**src/rtl/multu_unit_if.sv**
```systemverilog
// Issue/result bundle between the execute-stage control and the iterative
// unsigned multiplier (HI/LO owner).
interface multu_unit_if #(
    parameter int WIDTH = 32
);
    logic             start;
    logic [5:0]       ALUctrl;
    logic [WIDTH-1:0] srcA;
    logic [WIDTH-1:0] srcB;
    logic [WIDTH-1:0] hi;
    logic [WIDTH-1:0] lo;
    logic             busy;
    logic             done;

    modport master (
        output start, ALUctrl, srcA, srcB,
        input  hi, lo, busy, done
    );

    modport slave (
        input  start, ALUctrl, srcA, srcB,
        output hi, lo, busy, done
    );
endinterface

```
**src/rtl/multu_unit.sv**
```systemverilog
// Iterative shift-add unsigned multiplier owning HI/LO, one step per clock.
// Optional MULT_ZERO_BYPASS_EN: zero operands finish at the accept edge.
module multu_unit #(
    parameter int         WIDTH     = 32,
    parameter logic [5:0] MULT_CODE = 6'h13
) (
    input  logic         clk,
    input  logic         reset,
    multu_unit_if.slave  bus
);
    localparam int CNT_W = (WIDTH > 1) ? $clog2(WIDTH) : 1;

    typedef enum logic [1:0] {
        IDLE = 2'd0,
        RUN  = 2'd1,
        DONE = 2'd2
    } state_t;

    state_t               state_r;
    state_t               state_nxt_s;
    logic                 busy_r;
    logic                 done_r;
    logic [WIDTH-1:0]     mcand_r;
    logic [WIDTH-1:0]     hi_r;
    logic [WIDTH-1:0]     lo_r;
    logic [2*WIDTH-1:0]   p_r;
    logic [2*WIDTH-1:0]   p_step_s;
    logic [WIDTH:0]       sum_s;
    logic [CNT_W-1:0]     cnt_r;
    logic                 accept_s;
    logic                 last_s;
    logic                 zero_s;

    // A start in RUN is dropped; DONE may accept so back-to-back issues have no gap.
    assign accept_s = bus.start && (bus.ALUctrl == MULT_CODE) && (state_r != RUN);
    assign last_s   = (cnt_r == CNT_W'(WIDTH - 1));

`ifdef MULT_ZERO_BYPASS_EN
    assign zero_s = (bus.srcA == {WIDTH{1'b0}}) || (bus.srcB == {WIDTH{1'b0}});
`else
    assign zero_s = 1'b0;
`endif

    // One shift-add step; the extra sum bit carries into the shifted product.
    always_comb begin
        sum_s    = {1'b0, p_r[2*WIDTH-1:WIDTH]}
                 + (p_r[0] ? {1'b0, mcand_r} : {(WIDTH+1){1'b0}});
        p_step_s = {sum_s, p_r[WIDTH-1:1]};
    end

    // Next-state decode.
    always_comb begin
        state_nxt_s = state_r;
        case (state_r)
            IDLE, DONE: begin
                if (accept_s) begin
                    state_nxt_s = zero_s ? DONE : RUN;
                end else begin
                    state_nxt_s = IDLE;
                end
            end
            RUN: begin
                if (last_s) begin
                    state_nxt_s = DONE;
                end else begin
                    state_nxt_s = RUN;
                end
            end
            default: state_nxt_s = IDLE;
        endcase
    end

    // State register with registered busy/done status.
    always_ff @(posedge clk or posedge reset) begin
        if (reset) begin
            state_r <= IDLE;
            busy_r  <= 1'b0;
            done_r  <= 1'b0;
        end else begin
            state_r <= state_nxt_s;
            busy_r  <= (state_nxt_s == RUN);
            done_r  <= (state_nxt_s == DONE);
        end
    end

    // Operand, product, counter and HI/LO registers; HI/LO only change on completion.
    always_ff @(posedge clk or posedge reset) begin
        if (reset) begin
            mcand_r <= {WIDTH{1'b0}};
            p_r     <= {(2*WIDTH){1'b0}};
            cnt_r   <= {CNT_W{1'b0}};
            hi_r    <= {WIDTH{1'b0}};
            lo_r    <= {WIDTH{1'b0}};
        end else if (accept_s) begin
            mcand_r <= bus.srcA;
            p_r     <= {{WIDTH{1'b0}}, bus.srcB};
            cnt_r   <= {CNT_W{1'b0}};
            if (zero_s) begin
                hi_r <= {WIDTH{1'b0}};
                lo_r <= {WIDTH{1'b0}};
            end
        end else if (state_r == RUN) begin
            p_r   <= p_step_s;
            cnt_r <= cnt_r + {{(CNT_W-1){1'b0}}, 1'b1};
            if (last_s) begin
                hi_r <= p_step_s[2*WIDTH-1:WIDTH];
                lo_r <= p_step_s[WIDTH-1:0];
            end
        end
    end

    assign bus.hi   = hi_r;
    assign bus.lo   = lo_r;
    assign bus.busy = busy_r;
    assign bus.done = done_r;
endmodule

```
**src/flat_wrapper.sv**
```systemverilog
// flat-port wrapper written by rule: the top's interface ports become plain ports
module multu_unit_flat 
#(
    parameter int         WIDTH     = 32,
    parameter logic [5:0] MULT_CODE = 6'h13
)
  (clk, reset, bus_start, bus_ALUctrl, bus_srcA, bus_srcB, bus_hi, bus_lo, bus_busy, bus_done);
  multu_unit_if #(.WIDTH(WIDTH)) bus_i ();
  input  logic clk;
  input  logic reset;
  input wire logic [$bits(bus_i.start)-1:0] bus_start;
  input wire logic [$bits(bus_i.ALUctrl)-1:0] bus_ALUctrl;
  input wire logic [$bits(bus_i.srcA)-1:0] bus_srcA;
  input wire logic [$bits(bus_i.srcB)-1:0] bus_srcB;
  output wire logic [$bits(bus_i.hi)-1:0] bus_hi;
  output wire logic [$bits(bus_i.lo)-1:0] bus_lo;
  output wire logic [$bits(bus_i.busy)-1:0] bus_busy;
  output wire logic [$bits(bus_i.done)-1:0] bus_done;
  assign bus_i.start = bus_start;
  assign bus_i.ALUctrl = bus_ALUctrl;
  assign bus_i.srcA = bus_srcA;
  assign bus_i.srcB = bus_srcB;
  assign bus_hi = bus_i.hi;
  assign bus_lo = bus_i.lo;
  assign bus_busy = bus_i.busy;
  assign bus_done = bus_i.done;
  multu_unit #(.WIDTH(WIDTH), .MULT_CODE(MULT_CODE)) u_core (.clk(clk), .reset(reset), .bus(bus_i));
endmodule
```
**config.mk**
```make
export PLATFORM = sky130hd
export DESIGN_NAME = multu_unit_flat
export DESIGN_NICKNAME = d
export VERILOG_FILES = /design/src/rtl/multu_unit_if.sv /design/src/rtl/multu_unit.sv /design/src/flat_wrapper.sv
export SDC_FILE = /design/constraint.sdc
export NUM_CORES = 1
export LEC_CHECK = 0
export BUFFER_PORTS_ARGS = -buffer_cell sky130_fd_sc_hd__buf_2
export CAP_MARGIN = 20
export CORE_ASPECT_RATIO = 0.6
export CORE_MARGIN = 4
export CORE_UTILIZATION = 25
export CTS_BUF_LIST = sky130_fd_sc_hd__clkbuf_2
export CTS_CLUSTER_DIAMETER = 60
export DETAILED_ROUTE_END_ITERATION = 8
export PLACE_DENSITY = 0.49
export RECOVER_POWER = 100
export SYNTH_ARGS = -nofsm -noshare
export SYNTH_HDL_FRONTEND = slang
export SYNTH_SLANG_ARGS = --single-unit
```
**constraint.sdc**
```tcl
create_clock -name clk -period 4.4 [get_ports clk]
set_input_delay 0.22 -clock clk [delete_from_list [all_inputs] [get_ports clk]]
set_output_delay 0.22 -clock clk [all_outputs]
set_load 0.02 [all_outputs]
```
After elaboration in Yosys (flattened, before gate mapping)
Index checks and enable logic that the tools add are counted.

cells by class
  $add $sub $neg = 2
  eq/ne operators = 7
  mux-type cells = 8
  bitwise logic cells = 1
  reduce and logical (&&, ||, !) cells = 6

operators with widths
  cell                   number
  $mux W64               2
  $add A32 B33 Y33       1
  $mux W32               1
  $mux W5                2
  $eq A6 B5 Y1 const B   1
  $add A5 B1 Y5 const B  1
  $eq A5 B5 Y1 const B   1
  $eq A2 B1 Y1 const B   2
  $eq A2 B2 Y1 const B   2
  $pmux W2 S2            1
  $reduce_and A3 Y1      1
  $logic_and A1 B1 Y1    2
  $logic_not A2 Y1       1
  $mux W2                1
  $ne A2 B1 Y1 const B   1
  $reduce_bool A2 Y1     1
  $reduce_or A2 Y1       1
  $mux W1                1
  $not A1 Y1             1

storage, ports and cells
  bits in registers = 169
  input bits = 73
  output and inout port bits = 66
  logic and storage cells = 32

Longest topological paths before layout
Gate-level depths: netlist of the first run.

  word-level depth = 6
  depth in mapped cells = 12

Worst setup path before layout of the first run
No wires, ideal clock.

  kind = flip-flop to flip-flop
  start = reg u_core.p_r[0]
  end = reg u_core.hi_r[31] (netlist: u_core.bus.hi[31])
  setup time = 95 ps
  data arrival time = 2695 ps
  data required time = 4305 ps
  path slack = 1610 ps
  stages on the path, launching flop included = 12
  path buffers = 2
  period minus slack after synthesis = 2790 ps
  path through = dfrtp_1 clkbuf_1 and2_1 ha_1 buf_4 nand4_4 or4_4 or3_1 a2bb2oi_1 a21oi_2 a41oi_1 o31ai_1

on the way
  longest elaborated chain between the ends = 2

ends and longest elaborated chain
  element                 RTL line           source
  from (decl)             multu_unit.sv:26   logic [2*WIDTH-1:0] p_r;
  from (signal assigned)  multu_unit.sv:90   p_r <= {(2*WIDTH){1'b0}};
  from (signal assigned)  multu_unit.sv:96   p_r <= {{WIDTH{1'b0}}, bus.srcB};
  from (signal assigned)  multu_unit.sv:103  p_r <= p_step_s;
  $mux W32                multu_unit.sv:47   + (p_r[0] ? {1'b0, mcand_r} : {(WIDTH+1){1'b0}});
  $add A32 B33 Y33        multu_unit.sv:47
  to (signal assigned)    multu_unit.sv:92   hi_r <= {WIDTH{1'b0}};
  to (signal assigned)    multu_unit.sv:99   hi_r <= {WIDTH{1'b0}};
  to (signal assigned)    multu_unit.sv:106  hi_r <= p_step_s[2*WIDTH-1:WIDTH];
  to (decl)               multu_unit.sv:24   logic [WIDTH-1:0] hi_r;

No other way between the ends.
A chain may end at the register's enable or synchronous reset.

Worst setup path after layout of the first run
  start = reg u_core.p_r[0]
  end = reg u_core.hi_r[27] (netlist: u_core.bus.hi[27])

Same word-level chain as after synthesis.

==> flow_summary.ini, run 1 <==
[status]
run_status = complete, but fails checks
failed_checks = max-capacitance violations, max-slew violations

[clock_network]
clock_sink_count = 169
tritoncts_clock_tree = built
h-tree-depth = 4
cts_hold_buffers = 76
clkLatencyLatePin_ns = 0.85
clkTransAtPathRegs_ns = 0.30
root_buffer = clkbuf_2
max-clock-path-buffers = 2
cts_post_setup_buffers_inserted = 0
cts.repair.resized = 0
cts-buffers-inserted = 17

[die]
floorplan.rows = 51
design.die.area_sq_mm = 0.0370
core_footprint_sq_mm = 0.0329
io-pin-count = 139
die_w_microns = 246
initial_utilization_pct = 25.8
die-height_microns = 151

[critical_path]
timing_worst_setup_path_type = flop to flop
worst_path_max_delay_cell = dfrtp_1
crit_fanout = 33
worstPathCellList = and2_0 > ha_1 > nand4_1 > or4_1 > or3_1 > a2bb2oi_1 > a21oi_2 > nor2b_1 > xor2_1 > o21ai_0
crit_path_end_kind = flop
cp_slowest_stage_delay_ns = 1.05
arrival_ns = 4.40
critPathRequiredTime_ns = 5.10
startpoint_types = flop

[final_layout]
post_layout_net_count = 1162
flow.area_growth_from_synthesis_pct = 23.6
utilization_pct = 31.8
final_layout_size_suffix_gt1_share_pct = 15.1

[global_routing]
grt-ovfl-total = 0
grt_pass1_wl_microns = 40100
first_global_vias = 6706
grt_start_max_net_pins = 78
global_route.usage.total_pct = 14.1
initial_antenna_violation_count = 1

[pwr]
p_leak_nw = 4.78
vdd_ir_drop_max_mv = 0.136
power_per_cell_area_mw_per_mm2 = 402

[drt]
drt_first_pass_iters = 4
vias = 6884
drc = 0
detail_route_antenna_nets = 0
route.final.wire_length_microns = 25400
drt-vias-per-instance = 4.53
drt_first_iter_violations = 495
post_drt_wl_per_cell_microns = 16.7

[place]
dp_slack_ns = 0.824
place.gp.congestion = 0.846
dp.final_hpwl_microns = 18000
io_buffers = 138

[synthesis]
yosys-top-cells-area = dfrtp_1 50%, nand2_1 9.1%, mux2_2 5.4%, ha_1 5.0%, o21ai_0 4.1%
yosys_reg_bits = 169
synth_largest_type_area_fraction_pct = 49.9
average_cell_area_after_synthesis_sq_um = 9.89
yosys_warnings = 0
yosys.area.top_type = dfrtp_1
ys_async_rst_share_pct = 100
seq_area_frac_synth_pct = 49.9
synth_edf_count = 0
synth.net_count = 966
synthDistinctLibCells = 54
synth_top_flop_cell = dfrtp_1
synthCells = 858
syn_area_sq_mm = 0.00848

[sta]
worst_slew_margin_rel_pct = -56.1
unrepaired_setup_endpoints_after_global_routing = false
endpoints_failing_setup = 0
fmax_ghz = 0.270
postLayoutSetupSlackWorst_ns = 0.694
timing.final.hold_violations = 0
post-route-period-util_pct = 84.2
setup_tns_ns = 0
finalClockSkew_ns = 0.0635
worst_pin_slew_ns = 2.34
maxSlewViolCount = 135
period_minus_slack_ns = 3.71

[min_path]
timing.hold.worst.class = input port to flop

[flow_run]
drv_cap = 4
-- worst max-delay path: cells and delay by family, from the launching register on --
family	cells	cell delay (ns)
AOI/OAI and AO/OA	3	0.49
xor gates and xnor gates	1	0.19
adders and majority gates	1	0.31
DFF	1	1.05
and+or+nand+nor	5	1.53
-- worst paths after layout --
path	endpoint	slack [ns]	start	cells past startpoint
setup / recovery	u_core.bus.hi[27]	0.69	u_core.p_r[0]	10
hold / removal	u_core.mcand_r[10]	0.15	bus_srcA[10]	3
setup reg to reg	u_core.bus.hi[27]	0.69	u_core.p_r[0]	10
hold reg to reg	u_core.bus.lo[23]	0.51	u_core.bus.lo[23]	2
max in group asynchronous	u_core.bus.lo[0]	1.33	reset	5
min in group asynchronous	u_core.bus.lo[21]	0.52	reset	4
-- logic make-up after synthesis --
| logic type | synth area share, % |
|---|---|
| AND/OR/NAND/NOR | 16.0 |
| AO/OA/AOI/OAI | 13.7 |
| flip-flops | 49.9 |
| multiplexers | 9.45 |
| buffers and inverters | 2.73 |
| adder cells (fa/ha/maj) | 5.25 |
| XOR/XNOR | 2.99 |
-- Yosys cell counts, types with 3 or more instances --
| cell | n |
|---|---|
| nor2b_1 | 3 |
| nor3_1 | 6 |
| o21a_1 | 6 |
| buf_2 | 5 |
| clkbuf_1 | 33 |
| o31ai_1 | 4 |
| a21oi_1 | 34 |
| nand3_1 | 7 |
| a21o_1 | 12 |
| nand4_1 | 10 |
| nand2_1 | 205 |
| nor2_1 | 23 |
| ha_1 | 34 |
| o22ai_1 | 9 |
| mux2_2 | 41 |
| xnor2_1 | 14 |
| xor2_1 | 15 |
| a211oi_1 | 3 |
| dfrtp_1 | 169 |
| a31oi_1 | 6 |
| a22o_1 | 19 |
| inv_1 | 8 |
| o21bai_1 | 3 |
| o21ai_0 | 69 |
| buf_4 | 4 |
| mux2i_1 | 34 |
| o311ai_0 | 3 |
| buf_1 | 5 |
| and2_1 | 37 |
| and3_1 | 5 |
-- state kept, by name (all words and copies together), names as in the netlist --
name and flops:
u_core.bus.lo 32, u_core.cnt_r 5, u_core.bus.hi 32, u_core.bus.done 1, u_core.p_r 64, u_core.state_r 2, u_core.mcand_r 32, u_core.bus.busy 1
-- power by group --
part | total (mW) | internal [mW] | switching (mW) | leakage [nW]
combinational | 1.22 | 0.507 | 0.716 | 2.52
sequential | 2.16 | 1.88 | 0.281 | 2.14
clock | 0.830 | 0.170 | 0.660 | 0.119
-- routing by layer --
metal  global-route usage, %  up-vias  routed length [microns]
met3                    2.79       17                      834
met1                    22.4     3373                    14100
met5                       0        -                        0
met4                    3.32        0                      240
li1                        -     3381                        -
met2                    19.4      113                    10200
-- through the flow --
| stage | std cells | hold slack (ns) | cell area, sq um | power (mW) |
|---|---|---|---|---|
| floorplan | 858 | 0.372 | 8490 | 3.00 |
| global placement | 1409 | 0.219 | 9640 | 3.38 |
| detailed placement | 1409 | 0.216 | 9640 | 3.39 |
| CTS | 1517 | 0.00255 | 10600 | 4.31 |
| global route | 1518 | 0.0124 | 10500 | 4.54 |
| finish | 1519 | 0.145 | 10500 | 4.22 |
-- layout by cell type, fill, tap and decap left out, types with 7 or more instances in the layout --
| cell type | synthesis | final |
|---|---|---|
| dfrtp_1 | 169 | 169 |
| inv_6 | 0 | 7 |
| nand3_1 | 7 | 7 |
| clkbuf_1 | 33 | 68 |
| dlygate4sd3_1 | 0 | 76 |
| buf_2 | 5 | 72 |
| and2_0 | 0 | 9 |
| mux2i_1 | 34 | 34 |
| and2_1 | 37 | 28 |
| xor2_1 | 15 | 15 |
| inv_1 | 8 | 8 |
| a21oi_1 | 34 | 34 |
| nand4_1 | 10 | 11 |
| clkbuf_2 | 0 | 21 |
| nand2_1 | 205 | 205 |
| mux2_2 | 41 | 41 |
| ha_1 | 34 | 34 |
| xnor2_1 | 14 | 14 |
| nor2_1 | 23 | 23 |
| a21o_1 | 12 | 12 |
| o21ai_0 | 69 | 71 |
| o22ai_1 | 9 | 9 |
| a22o_1 | 19 | 19 |
-- cell type report --
type,instances,area (sq um)
Tap cell,450,563
Antenna cell,2,5.00
Multi-Input combinational cell,633,4010
Timing Repair Buffer,224,1430
Inverter,9,35.0
Sequential cell,169,4230
Clock inverter,15,130
Fill cell,3547,22400
Clock buffer,17,85.1
Note: power is estimated with default switching activity, not from simulation.
==> run 2, diff against run 1 <==
--- a/config.mk
+++ b/config.mk
@@ -5,6 +5,7 @@
 export SDC_FILE = /design/constraint.sdc
 export NUM_CORES = 1
 export LEC_CHECK = 0
+export ABC_AREA = 1
 export BUFFER_PORTS_ARGS = -buffer_cell sky130_fd_sc_hd__buf_2
 export CAP_MARGIN = 20
 export CORE_ASPECT_RATIO = 0.6
@@ -13,7 +14,7 @@
 export CTS_BUF_LIST = sky130_fd_sc_hd__clkbuf_2
 export CTS_CLUSTER_DIAMETER = 60
 export DETAILED_ROUTE_END_ITERATION = 8
-export PLACE_DENSITY = 0.49
+export PLACE_DENSITY = 0.48
 export RECOVER_POWER = 100
 export SYNTH_ARGS = -nofsm -noshare
 export SYNTH_HDL_FRONTEND = slang
==> constraint.sdc (replaced) <==
create_clock -name clk -period 3.51 [get_ports clk]
set_input_delay 0.1755 -clock clk [delete_from_list [all_inputs] [get_ports clk]]
set_output_delay 0.1755 -clock clk [all_outputs]
set_load 0.02 [all_outputs]
==> flow_summary.ini, run 2 <==
[status]
run_status = complete, but fails checks
failed_checks = max-capacitance violations

[min_path]
timing.hold.worst.class = input port to flop
timing.hold.worst_endpoint = u_core.p_r[0]
hold_path.startpoint = bus_srcB[0]
min_delay_path_depth = 4

[global_routing]
grt_start_max_net_pins = 75
first_global_vias = 8635
grt-ovfl-total = 0
grt_pass1_wl_microns = 49400
initial_antenna_violation_count = 0
global_route.usage.total_pct = 16.1

[die]
initial_utilization_pct = 25.6
floorplan.rows = 53
design.die.area_sq_mm = 0.0396
core_footprint_sq_mm = 0.0355
io-pin-count = 139
die_w_microns = 254
die-height_microns = 156

[final_layout]
most-common-layout-cells = 600 x nand2_1, 174 x dlygate4sd3_1, 169 x dfrtp_1
utilization_pct = 34.3
post_layout_net_count = 1668
number_of_flip_flops_under_the_largest_register_name = 64
diodes = 0
flow.area_growth_from_synthesis_pct = 33.8
largest-register = u_core.p_r
final_common_cell = nand2_1
final_layout_size_suffix_gt1_share_pct = 7.57

[critical_path]
regToRegSetupSlack_ns = 0.46
critical_path.top_delay_family = simple AND/OR/NAND/NOR gates
r2r_cells = 15
cp_slowest_stage_delay_ns = 0.49
critPathRequiredTime_ns = 4.25
worst_setup_path_startpoint = u_core.p_r[0]
r2r-end = u_core.bus.hi[22]
critPathMostFrequentCell = nand2_1
startpoint_types = flop
worstPathCellList = clkbuf_2 > nand2_1 > inv_1 > ha_1 > nand2_1 > nand3_1 > nand2_1 > nand2_1 > nand2_1 > nand2_1 > nand2_1 > nand2_1 > nand2_1 > nand3_1 > nand2_1
timing_worst_setup_path_type = flop to flop
critical_path_cell_count = 15
arrival_ns = 3.79
path_buf_inv = 2
worst_path_max_delay_cell = clkbuf_2
r2r-start = u_core.p_r[0]
crit_fanout = 33
crit_path_end_kind = flop

[sta]
timing.final.hold_violations = 0
setup_tns_ns = 0
worst_slew_margin_rel_pct = 1.54
post-route-period-util_pct = 86.9
unrepaired_setup_endpoints_after_global_routing = false
fmax_ghz = 0.328
endpoints_failing_setup = 0
maxSlewViolCount = 0
finalClockSkew_ns = 0.0383
period_minus_slack_ns = 3.05
worst_pin_slew_ns = 1.47

[synthesis]
syn_area_sq_mm = 0.00910
yosys.area.top_type = dfrtp_1
synthDistinctLibCells = 33
yosys_warnings = 0
yosys_reg_bits = 169
synthCells = 1257
synth_largest_type_area_fraction_pct = 46.5
yosys-top-cells-area = dfrtp_1 46%, nand2_1 25%, inv_1 6.6%, ha_1 4.7%, nand3_1 4.5%
seq_area_frac_synth_pct = 46.5
synth_top_flop_cell = dfrtp_1
ys_async_rst_share_pct = 100
synth_edf_count = 0
yosysMostFrequentCell = nand2_1
synth.net_count = 1365
synth.cells.most_frequent = 599 x nand2_1, 169 x dfrtp_1, 161 x inv_1
average_cell_area_after_synthesis_sq_um = 7.24

[pwr]
vdd_ir_drop_max_mv = 0.257
p_leak_nw = 6.72
totalPowerFinal_mw = 5.31
power_per_cell_area_mw_per_mm2 = 436

[clock_network]
root_buffer = clkbuf_2
clock_sink_count = 169
cts-buffers-inserted = 17
h-tree-depth = 4
clkLatencyLatePin_ns = 0.84
max-clock-path-buffers = 2
clkTransAtPathRegs_ns = 0.25
cts.repair.resized = 0
tritoncts_clock_tree = built

[drt]
drt-vias-per-instance = 4.36
post_drt_wl_per_cell_microns = 15.4
vias = 8904
drt_first_pass_iters = 5
detail_route_antenna_nets = 0
drc = 0
route.final.wire_length_microns = 31400
drt_first_iter_violations = 607

[place]
place.gp.congestion = 0.907
io_buffers = 138
dp.final_hpwl_microns = 22000

[flow_run]
drv_cap = 1
## run 2: cell count changes in the layout (fill, tap and decap cells not counted), moves of 26 or more
cell / before / now
and2_1: 28 / 0
dlygate4sd3_1: 76 / 174
inv_1: 8 / 162
mux2_2: 41 / 0
mux2i_1: 34 / 0
nand2_1: 205 / 600
nand3_1: 7 / 82
nor2_1: 23 / 49
o21ai_0: 71 / 39
## run 2: per-stage QoR
step	hold WS, ns	instances	setup WS (ns)	instance area [sq um]
detailed placement	0.344	1834	0.860	10300
global placement	0.343	1834	0.810	10300
CTS	0.000575	2040	0.547	12300
global route	0.0312	2040	0.195	12200
floorplan	0.285	1257	1.18	9100
finish	0.148	2040	0.460	12200
## run 2: cell families after synthesis
family	count (synthesis)	share of synthesized area, %
AOI/OAI and AO/OA	85	5.52
xor gates and xnor gates	15	1.44
adders and majority gates	35	4.90
buffers and inverters	206	9.01
DFF	169	46.5
and+or+nand+nor	747	32.7
## run 2: worst max-delay path by stage
| stage | end |
|---|---|
| 6_report | u_core.bus.hi[22] |
| 2_1_floorplan | u_core.bus.busy |
| 5_1_grt | u_core.bus.hi[22] |
| 3_3_place_gp | u_core.bus.hi[22] |
| 3_5_place_dp | u_core.bus.hi[22] |
| 4_1_cts | u_core.p_r[2] |
## run 2: power breakdown
group          switching [mW]  internal, mW  leakage (nW)
Sequential              0.233          2.30          2.05
Clock                   0.786         0.329         0.141
Combinational           0.956         0.704          4.53
## run 2: per-layer routing
metal / up-vias / share of wire (%) / routed length [microns] / track usage (%)
met1: 4228 / 54 / 17000 / 25.4
li1: 4482 / - / - / -
met5: - / 0 / 0 / 0
met4: 0 / 0.60 / 190 / 2.35
met3: 10 / 5.0 / 1580 / 3.53
met2: 184 / 40 / 12700 / 22.7
## run 2: what timing repair did
item,4_1_cts,5_1_grt
buffers inserted,0,0
hold endpoints to repair,237,0
hold buffers,174,0
## run 2: tightest hold or removal path: stages
cell	delay [ns]
dlygate4sd3_1	0.52
buf_2	0.10
nand2_1	0.05
o211ai_1	0.09
## run 2: layout make-up
cell class                 count  area (sq um)
tap                          467           584
clock buffer                  17          85.1
inverter                     166           624
sequential                   169          4230
fill                        3895         23300
timing repair buffer         324          2470
multi-input combinational    882          4030
clock inverter                15           149
